**src/rtl/booth_pkg.sv**
```systemverilog
// booth_pkg: shared widths, FSM state encoding and saturation limits for the Booth MAC accumulator.
package booth_pkg;
    localparam int PROD_W_DEF = 16;
    localparam int ACC_W_DEF  = 24;
    localparam logic [ACC_W_DEF-1:0] ACC_MAX = {1'b0, {(ACC_W_DEF-1){1'b1}}};
    localparam logic [ACC_W_DEF-1:0] ACC_MIN = {1'b1, {(ACC_W_DEF-1){1'b0}}};
    typedef enum logic [1:0] {IDLE, ACC, HOLD} state_t;
endpackage

```
**src/rtl/sat_add.sv**
```systemverilog
// sat_add: signed W-bit saturating adder.
// Ports: a, b - signed operands; sum - clamped result; ovf - a clamp was applied.
module sat_add #(
    parameter int W = 24
) (
    input  logic [W-1:0] a,
    input  logic [W-1:0] b,
    output logic [W-1:0] sum,
    output logic         ovf
);
    localparam logic [W-1:0] MAX = {1'b0, {(W-1){1'b1}}};
    localparam logic [W-1:0] MIN = {1'b1, {(W-1){1'b0}}};
    logic [W:0] s;
    // One guard bit: the top two bits differ exactly when the true sum leaves the W-bit range.
    assign s   = {a[W-1], a} + {b[W-1], b};
    assign ovf = s[W] ^ s[W-1];
    assign sum = ovf ? (s[W] ? MIN : MAX) : s[W-1:0];
endmodule

```
**src/rtl/booth_mac_acc.sv**
```systemverilog
// booth_mac_acc: framed saturating accumulator for Booth multiplier products.
// Ports: clk, rst_n (async active-low); in_valid/in_ready/prod/last - product beat stream;
//        clr - synchronous frame abort; out_valid/out_ready/acc_out/cnt/sat - frame result.
module booth_mac_acc import booth_pkg::*; #(
    parameter int PROD_W = PROD_W_DEF,
    parameter int ACC_W  = ACC_W_DEF
) (
    input  logic              clk,
    input  logic              rst_n,
    input  logic              in_valid,
    output logic              in_ready,
    input  logic [PROD_W-1:0] prod,
    input  logic              last,
    input  logic              clr,
    output logic              out_valid,
    input  logic              out_ready,
    output logic [ACC_W-1:0]  acc_out,
    output logic [7:0]        cnt,
    output logic              sat
);
    state_t           state, state_n;
    logic [ACC_W-1:0] acc, acc_n, base, sum;
    logic [7:0]       cnt_r, cnt_n, cnt_base;
    logic             sat_r, sat_n, ovf, beat, fresh;

    assign in_ready  = rst_n && state != HOLD;
    assign out_valid = state == HOLD;
    assign beat      = in_valid && in_ready;
    // A beat in IDLE, or together with clr, opens a new frame from zero.
    assign fresh     = state == IDLE || clr;
    assign base      = fresh ? '0 : acc;
    assign cnt_base  = fresh ? 8'd0 : cnt_r;

    sat_add #(.W(ACC_W)) u_add (
        .a  (base),
        .b  ({{(ACC_W-PROD_W){prod[PROD_W-1]}}, prod}),
        .sum(sum),
        .ovf(ovf)
    );

    always_comb begin
        state_n = state;
        acc_n   = acc;
        cnt_n   = cnt_r;
        sat_n   = sat_r;
        if (state == HOLD) begin
            if (out_ready) begin
                state_n = IDLE;
                acc_n   = '0;
                cnt_n   = '0;
                sat_n   = 1'b0;
            end
        end else if (beat) begin
            state_n = last ? HOLD : ACC;
            acc_n   = sum;
            cnt_n   = cnt_base == 8'hFF ? 8'hFF : cnt_base + 8'd1;
            sat_n   = (sat_r && !fresh) || ovf;
        end else if (clr) begin
            state_n = IDLE;
            acc_n   = '0;
            cnt_n   = '0;
            sat_n   = 1'b0;
        end
    end

    always_ff @(posedge clk or negedge rst_n) begin
        if (!rst_n) begin
            state <= IDLE;
            acc   <= '0;
            cnt_r <= '0;
            sat_r <= 1'b0;
        end else begin
            state <= state_n;
            acc   <= acc_n;
            cnt_r <= cnt_n;
            sat_r <= sat_n;
        end
    end

    assign acc_out = acc;
    assign cnt     = cnt_r;
    assign sat     = sat_r;
endmodule

```
**config.mk**
```make
export PLATFORM = sky130hd
export DESIGN_NAME = booth_mac_acc
export DESIGN_NICKNAME = d
export VERILOG_FILES = /design/src/rtl/booth_pkg.sv /design/src/rtl/sat_add.sv /design/src/rtl/booth_mac_acc.sv
export SDC_FILE = /design/constraint.sdc
export NUM_CORES = 1
export LEC_CHECK = 0
export ABC_AREA = 1
export BUFFER_PORTS_ARGS = -buffer_cell sky130_fd_sc_hd__clkbuf_2
export CAP_MARGIN = 20
export CORE_UTILIZATION = 63
export CTS_CLUSTER_DIAMETER = 80
export DETAILED_ROUTE_END_ITERATION = 16
export PLACE_DENSITY = 0.92
export SETUP_SLACK_MARGIN = 0.1
export SLEW_MARGIN = 40
export SYNTH_ARGS = -nofsm -noshare
export SYNTH_HDL_FRONTEND = slang
export SYNTH_SLANG_ARGS = --single-unit
```
**constraint.sdc**
```tcl
create_clock -name clk -period 5.1 [get_ports clk]
set_clock_uncertainty 0.05 [all_clocks]
set_input_delay 1.275 -clock clk [delete_from_list [all_inputs] [get_ports clk]]
set_output_delay 1.275 -clock clk [all_outputs]
set_load 0.005 [all_outputs]
```
==> impl_metrics.tcl, run 1 <==
set metrics [dict create \
    status "finished clean" \
    cts_setup_buffers 0 \
    p_switching_uw 351.6 \
    place_ws_ns 0.8802 \
    synth_flop_cell "dfrtp_1" \
    core_sq_um 5540 \
    holdWs_ns 0.4611 \
    clock_power_share 0.261 \
    yosysSeqAreaShare 0.2412 \
    synth-edff-count 0 \
    final_layout_size_suffix_gt1_frac 0.1491 \
    rsz0062_at_grt "no" \
    setup_viol 0 \
    min_path_cells 2 \
    powerDensity_nw_per_um2 223.6 \
    fin_crit_ns 3.977 \
    crit_top_cell "nand2_1" \
    cts_sinks 35 \
    p_leak_uw 0.002304 \
    synth_top_cell_by_area "dfrtp_1" \
    worst_hold_path_type "flop to flop" \
    ios 57 \
    drc_errors 0 \
    antenna_left 0 \
    worst_path_max_delay_cell "a21oi_4" \
    final_cell_area_sq_um 4024 \
    yosys-top-cells-count "nand2_1, inv_1, nor2_1" \
    overflow 0 \
    antenna_found_initial 0 \
    insertion_delay_ns 0.30 \
    num_vias 3902 \
    n_fill_cell 459 \
    cts_buffers 5 \
    crit_type "input pin to flop" \
    end_kind "flop" \
    ys_warn_count 0 \
    tightest_slew_ns 0.6456 \
    routed_wl_um 10070 \
    max_stage_delay_ns 0.55 \
    fmax_mhz 251.4 \
    area_growth_pct 10.82 \
    ctsResizeCount 0 \
    clk_pin_slew_ns 0.08 \
    syn_area_sq_um 3631 \
    arrival_ns 4.16 \
    dr.pass1.iters 6 \
    diodes 0 \
    row_count 27 \
    p_int_uw 548.0 \
    die_area_sq_um 6071 \
    cts-htree-levels 2 \
    first_global_vias 3669 \
    synth.most_common_cell "nand2_1" \
    cp.required_ns 5.28 \
    post-dp-hpwl_um 7850 \
    seqPwrFrac 0.379 \
    start_util 0.6554 \
    cp_max_fo 28 \
    port_buffers 56 \
    netSwitchingFraction 0.3908 \
    worst-path-stages 17 \
    comb_power_share 0.360 \
    ff2ff_path_depth 17 \
    tns_ns 0 \
    crit_family "simple AND/OR/NAND/NOR gates" \
    drtIter0Drc 380 \
    power_uw 899.6 \
    period_share 0.7799 \
    max-slew-margin-rel 0.5686 \
    crit_buf_inv 2 \
    startpoint_type "input pin" \
    cts_buffer_depth 2 \
    path_cells "clkbuf_2 > nor2_4 > inv_2 > nor2_1 > ha_1 > fa_1 > nand2_1 > nand2_1 > nand3_1 > nand2_2 > nand2_2 > nand3_2 > nand2_1 > nand2_2 > a21oi_4 > nand2_1 > nand2_1" \
    fin_ws_ns 1.123 \
    finalHoldViolCount 0 \
    cts_tree "built" \
    slew_violations 0 \
    finalWeightedCongestion 1.039 \
    yosys.cell_types.count 34 \
    via_per_inst 5.504 \
    chipHeight_um 77.92 \
    hold_buffers 0 \
    grt_pass1_wl_um 16530 \
    synth_top_cell_area_share 0.2412 \
    grt_max_degree 36 \
    syn_nets 631 \
    fin_nets 684 \
    cts.root.buffer_cell "clkbuf_8" \
    die-width_um 77.92 \
    avgSynthCellArea_sq_um 6.228 \
    wire_per_inst_um 14.20 \
    synth_area_leaders "dfrtp_1, nand2_1, inv_1" \
    grt_usage 0.3508 \
    synthArstFlopShare 1.000 \
    synthCells 583 \
    synth_seq_cells 35 \
    dpl_cell_area_sq_um 3920 \
    maxCapViolCount 0 \
    max-vdd-ir-drop_uv 182.4 \
]
-- power by group through the flow --
stage | Sequential [uW] | Combinational, uW | Clock (uW)
finish | 341 | 324 | 235
global route | 345 | 362 | 245
detailed placement | 346 | 317 | 0
floorplan | 344 | 219 | 0
global placement | 344 | 309 | 0
CTS | 341 | 319 | 234
-- tightest hold or removal path, stage by stage (launching register included) --
cell	delay [ns]
dfrtp_1	0.37
nand2_1	0.06
nand2_1	0.06
-- path summary, 6_finish.rpt --
check	start	slack (ns)	endpoint
worst max-delay path	clr	1.12	acc_out[11]
worst min-delay path	acc_out[22]	0.46	acc_out[22]
worst max register to register	state[0]	1.59	acc_out[11]
worst min register to register	acc_out[22]	0.46	acc_out[22]
max in group asynchronous	rst_n	3.68	acc_out[15]
min in group asynchronous	rst_n	1.00	acc_out[1]
-- state kept, by name, indices dropped and copies added, names as in the netlist --
| register | flops |
|---|---|
| sat | 1 |
| acc_out | 24 |
| state | 2 |
| cnt | 8 |
-- layout by cell type, fill, tap and decap left out, types with 8 or more instances in the layout --
master / instances
a21oi_1: 21
nand3_1: 46
o21bai_1: 8
nand2_2: 13
o21ai_0: 14
xnor2_1: 9
nand2_1: 203
xor2_1: 9
nand4_1: 15
inv_1: 90
ha_1: 25
dfrtp_1: 35
clkbuf_2: 56
nor2_1: 51
-- stage by stage --
step                utilization  instances
detailed placement       0.7075        701
finish                   0.7263        709
CTS                      0.7263        709
floorplan                     -        583
global route             0.7263        709
global placement         0.7075        701
-- cells by family after synthesis --
| family | after synthesis | share of synthesized area |
|---|---|---|
| flops | 35 | 0.2412 |
| buf+inv | 104 | 0.1206 |
| compound gates | 52 | 0.08615 |
| simple gates | 348 | 0.4170 |
| xor+xnor | 18 | 0.04342 |
| fa+ha+maj | 26 | 0.09166 |
-- layout make-up --
| cell class | count | area (sq um) | share of cell area |
|---|---|---|---|
| Multi-Input combinational cell | 444 | 2317 | 0.5759 |
| Sequential cell | 35 | 875.8 | 0.2177 |
| Inverter | 93 | 349.1 | 0.08675 |
| Timing Repair Buffer | 57 | 287.8 | 0.07152 |
| Clock buffer | 7 | 96.34 | 0.02394 |
| Tap cell | 72 | 90.09 | 0.02239 |
| Clock inverter | 1 | 7.507 | 0.001866 |
-- metal layers --
layer / GRT usage / routed length (um) / up-vias
met5: 0 / 0 / -
met2: 0.5956 / 4895 / 200
met3: 0.05059 / 611 / 32
met1: 0.4295 / 4220 / 1734
li1: - / - / 1936
met4: 0.1852 / 342 / 0
(Power assumes the default switching activity.)
==> run 2, diff against run 1 <==
--- a/config.mk
+++ b/config.mk
@@ -5,13 +5,13 @@
 export SDC_FILE = /design/constraint.sdc
 export NUM_CORES = 1
 export LEC_CHECK = 0
-export ABC_AREA = 1
+export ABC_AREA = 0
 export BUFFER_PORTS_ARGS = -buffer_cell sky130_fd_sc_hd__clkbuf_2
 export CAP_MARGIN = 20
-export CORE_UTILIZATION = 63
+export CORE_UTILIZATION = 52
 export CTS_CLUSTER_DIAMETER = 80
 export DETAILED_ROUTE_END_ITERATION = 16
-export PLACE_DENSITY = 0.92
+export PLACE_DENSITY = 0.83
 export SETUP_SLACK_MARGIN = 0.1
 export SLEW_MARGIN = 40
 export SYNTH_ARGS = -nofsm -noshare
==> constraint.sdc (replaced) <==
create_clock -name clk -period 3.55 [get_ports clk]
set_clock_uncertainty 0.05 [all_clocks]
set_input_delay 0.8875 -clock clk [delete_from_list [all_inputs] [get_ports clk]]
set_output_delay 0.8875 -clock clk [all_outputs]
set_load 0.005 [all_outputs]
==> run 2 against run 1 <==
  * Register-to-register slack got worse by 1.4 ns
  * First-iteration DRC count is 8.7% higher
  * Global-route usage is 5.5 points lower
  * Synthesized cell count shrank 33%
  * Hold slack better by 0.014 ns
  * Critical path type unchanged
  * Critical endpoint is now acc_out[3]
  * Highest routed layer unchanged
==> impl_metrics.tcl, run 2 <==
set metrics [dict create \
    synthArstFlopShare 1.000 \
    syn_nets 440 \
    slew_violations 0 \
    mostFrequentLayoutCells "clkbuf_2, nand2_1, buf_4" \
    drtIter0Drc 413 \
    cts-htree-levels 2 \
    fin_crit_ns 3.466 \
    drc_errors 0 \
    dp.cells 555 \
    dr.pass1.iters 5 \
    ff2ff_path_depth 13 \
    ys_warn_count 0 \
    core_sq_um 5956 \
    tns_ns 0 \
    start_util 0.5452 \
    final_cells 563 \
    cts_buffer_depth 2 \
    arrival_ns 3.59 \
    max-slew-margin-rel 0.6434 \
    yosys-top-cells-count "nand2_1, dfrtp_1, a21oi_1" \
    cts_buffers 5 \
    yosysSeqAreaShare 0.2697 \
    synth_flop_cell "dfrtp_1" \
    startpoint_type "input pin" \
    maxCapViolCount 0 \
    synth_top_cell_by_area "dfrtp_1" \
    synthCells 392 \
    synth-edff-count 0 \
    tightest_slew_ns 0.5293 \
    r2r-end "acc_out[3]" \
    area_growth_pct 28.17 \
    grt_pass1_wl_um 14990 \
    powerDensity_nw_per_um2 274.6 \
    row_count 28 \
    synth_seq_cells 35 \
    chipHeight_um 81.02 \
    cts.root.buffer_cell "clkbuf_8" \
    via_per_inst 6.311 \
    end_kind "flop" \
    n_fill_cell 461 \
    diodes 0 \
    cts_sinks 35 \
    avgSynthCellArea_sq_um 8.283 \
    syn_area_sq_um 3247 \
    wire_per_inst_um 16.93 \
    largest_register_ffs 24 \
    worst_hold_path_type "flop to flop" \
    max-vdd-ir-drop_uv 192.6 \
    routed_wl_um 9530 \
    first_global_vias 3195 \
    num_vias 3553 \
    hp-start "acc_out[23]" \
    min_path_cells 2 \
    worstHoldEndpoint "acc_out[23]" \
    overflow 0 \
    period_share 0.9764 \
    synth_top_cell_area_share 0.2697 \
    die_area_sq_um 6564 \
    finalHoldViolCount 0 \
    synth.most_common_cell "nand2_1" \
    cp.required_ns 3.67 \
    antenna_left 0 \
    status "finished clean" \
    rsz0062_at_grt "yes" \
    cp_max_fo 14 \
    post-dp-hpwl_um 7093 \
    fin_nets 536 \
    fmax_mhz 288.5 \
    regToRegSetupSlack_ns 0.16 \
    fin_util 0.6987 \
    r2r-start "state[1]" \
    setup_viol 0 \
    crit_type "input pin to flop" \
    synth_area_leaders "dfrtp_1, ha_1, a22oi_2" \
    layout_commonest_cell "clkbuf_2" \
    insertion_delay_ns 0.30 \
    grt_max_degree 36 \
    antenna_found_initial 0 \
    clk_pin_slew_ns 0.07 \
    ios 57 \
    port_buffers 56 \
    finalWeightedCongestion 0.9460 \
    p_leak_uw 0.001979 \
    cts_tree "built" \
    yosys.cell_types.count 54 \
    die-width_um 81.02 \
    grt_usage 0.2963 \
    final_layout_size_suffix_gt1_frac 0.3094 \
    hold_buffers 0 \
]
## run 2: changes by cell type in the layout (fill, tap and decap cells not counted), sizes merged, moves of 25 or more
cell	previous run	this run
buf	1	51
nand3	48	11
and2	4	29
inv	92	6
nand2	217	45
nor2	59	24
## run 2: per-layer routing
layer	vias up	routed length (um)	global-route usage
met1	1712	4053	0.3904
met4	0	245	0.1036
met2	153	4663	0.4840
met5	-	0	0
met3	29	567	0.05506
li1	1659	-	-
## run 2: final cells by class
type / instances / area [sq um] / area share
inverter: 6 / 22.52 / 0.005412
clock inverter: 1 / 5.005 / 0.001203
timing repair buffer: 106 / 703.2 / 0.1690
clock buffer: 6 / 82.58 / 0.01984
sequential: 35 / 875.8 / 0.2105
multi-input combinational: 334 / 2379 / 0.5716
tap: 75 / 93.84 / 0.02255
## run 2: worst max-delay path, cell delays in order
cell and delay (ns):
buf_2 0.13, nor2_4 0.14, buf_6 0.18, and2_1 0.15
ha_1 0.25, a211oi_2 0.34, o21ai_0 0.21, a311o_1 0.40
a21oi_2 0.17, and2_1 0.21, a311o_2 0.28, buf_6 0.17
a22oi_2 0.08
## run 2: logic make-up (layout without fill, tap and decap cells)
family	Yosys count	after routing	synth area share
xor+xnor	12	12	0.03237
buf+inv	23	119	0.03237
mux	3	3	0.009249
fa+ha+maj	26	26	0.1025
simple gates	143	143	0.2185
compound gates	150	150	0.3353
flops	35	35	0.2697
## run 2: per-stage QoR
step | setup WS (ns) | power (uW) | area (sq um) | hold WS, ns
after floorplan | 0.1077 | 671.3 | 3262 | 0.4367
after global placement | -0.02096 | 810.1 | 3964 | 0.4492
after detailed placement | -0.1726 | 824.5 | 3964 | 0.4763
after CTS | 0.1372 | 1128 | 4051 | 0.4925
after global routing | 0.02487 | 1205 | 4161 | 0.5105
final | 0.08360 | 1143 | 4161 | 0.4754
## run 2: repair_timing
item | 4_1_cts | 5_1_grt
setup endpoints to repair | 0 | 24
resized for setup | 0 | 23
hold endpoints to repair | 0 | 0
setup buffers | 0 | 1
## run 2: how the worst max path moves through the flow
stage,start,endpoint,slack (ns)
2_1_floorplan,clr,acc_out[12],0.11
3_3_place_gp,clr,acc_out[9],-0.02
3_5_place_dp,clr,acc_out[14],-0.17
4_1_cts,clr,acc_out[14],0.14
5_1_grt,clr,acc_out[3],0.02
6_report,clr,acc_out[3],0.08
## run 2: power by group
| part | total, uW | internal, uW | switching [uW] |
|---|---|---|---|
| registers | 458 | 428 | 29.9 |
| logic | 381 | 174 | 206 |
| clock network | 304 | 152 | 152 |
| total | 1140 | 755 | 388 |
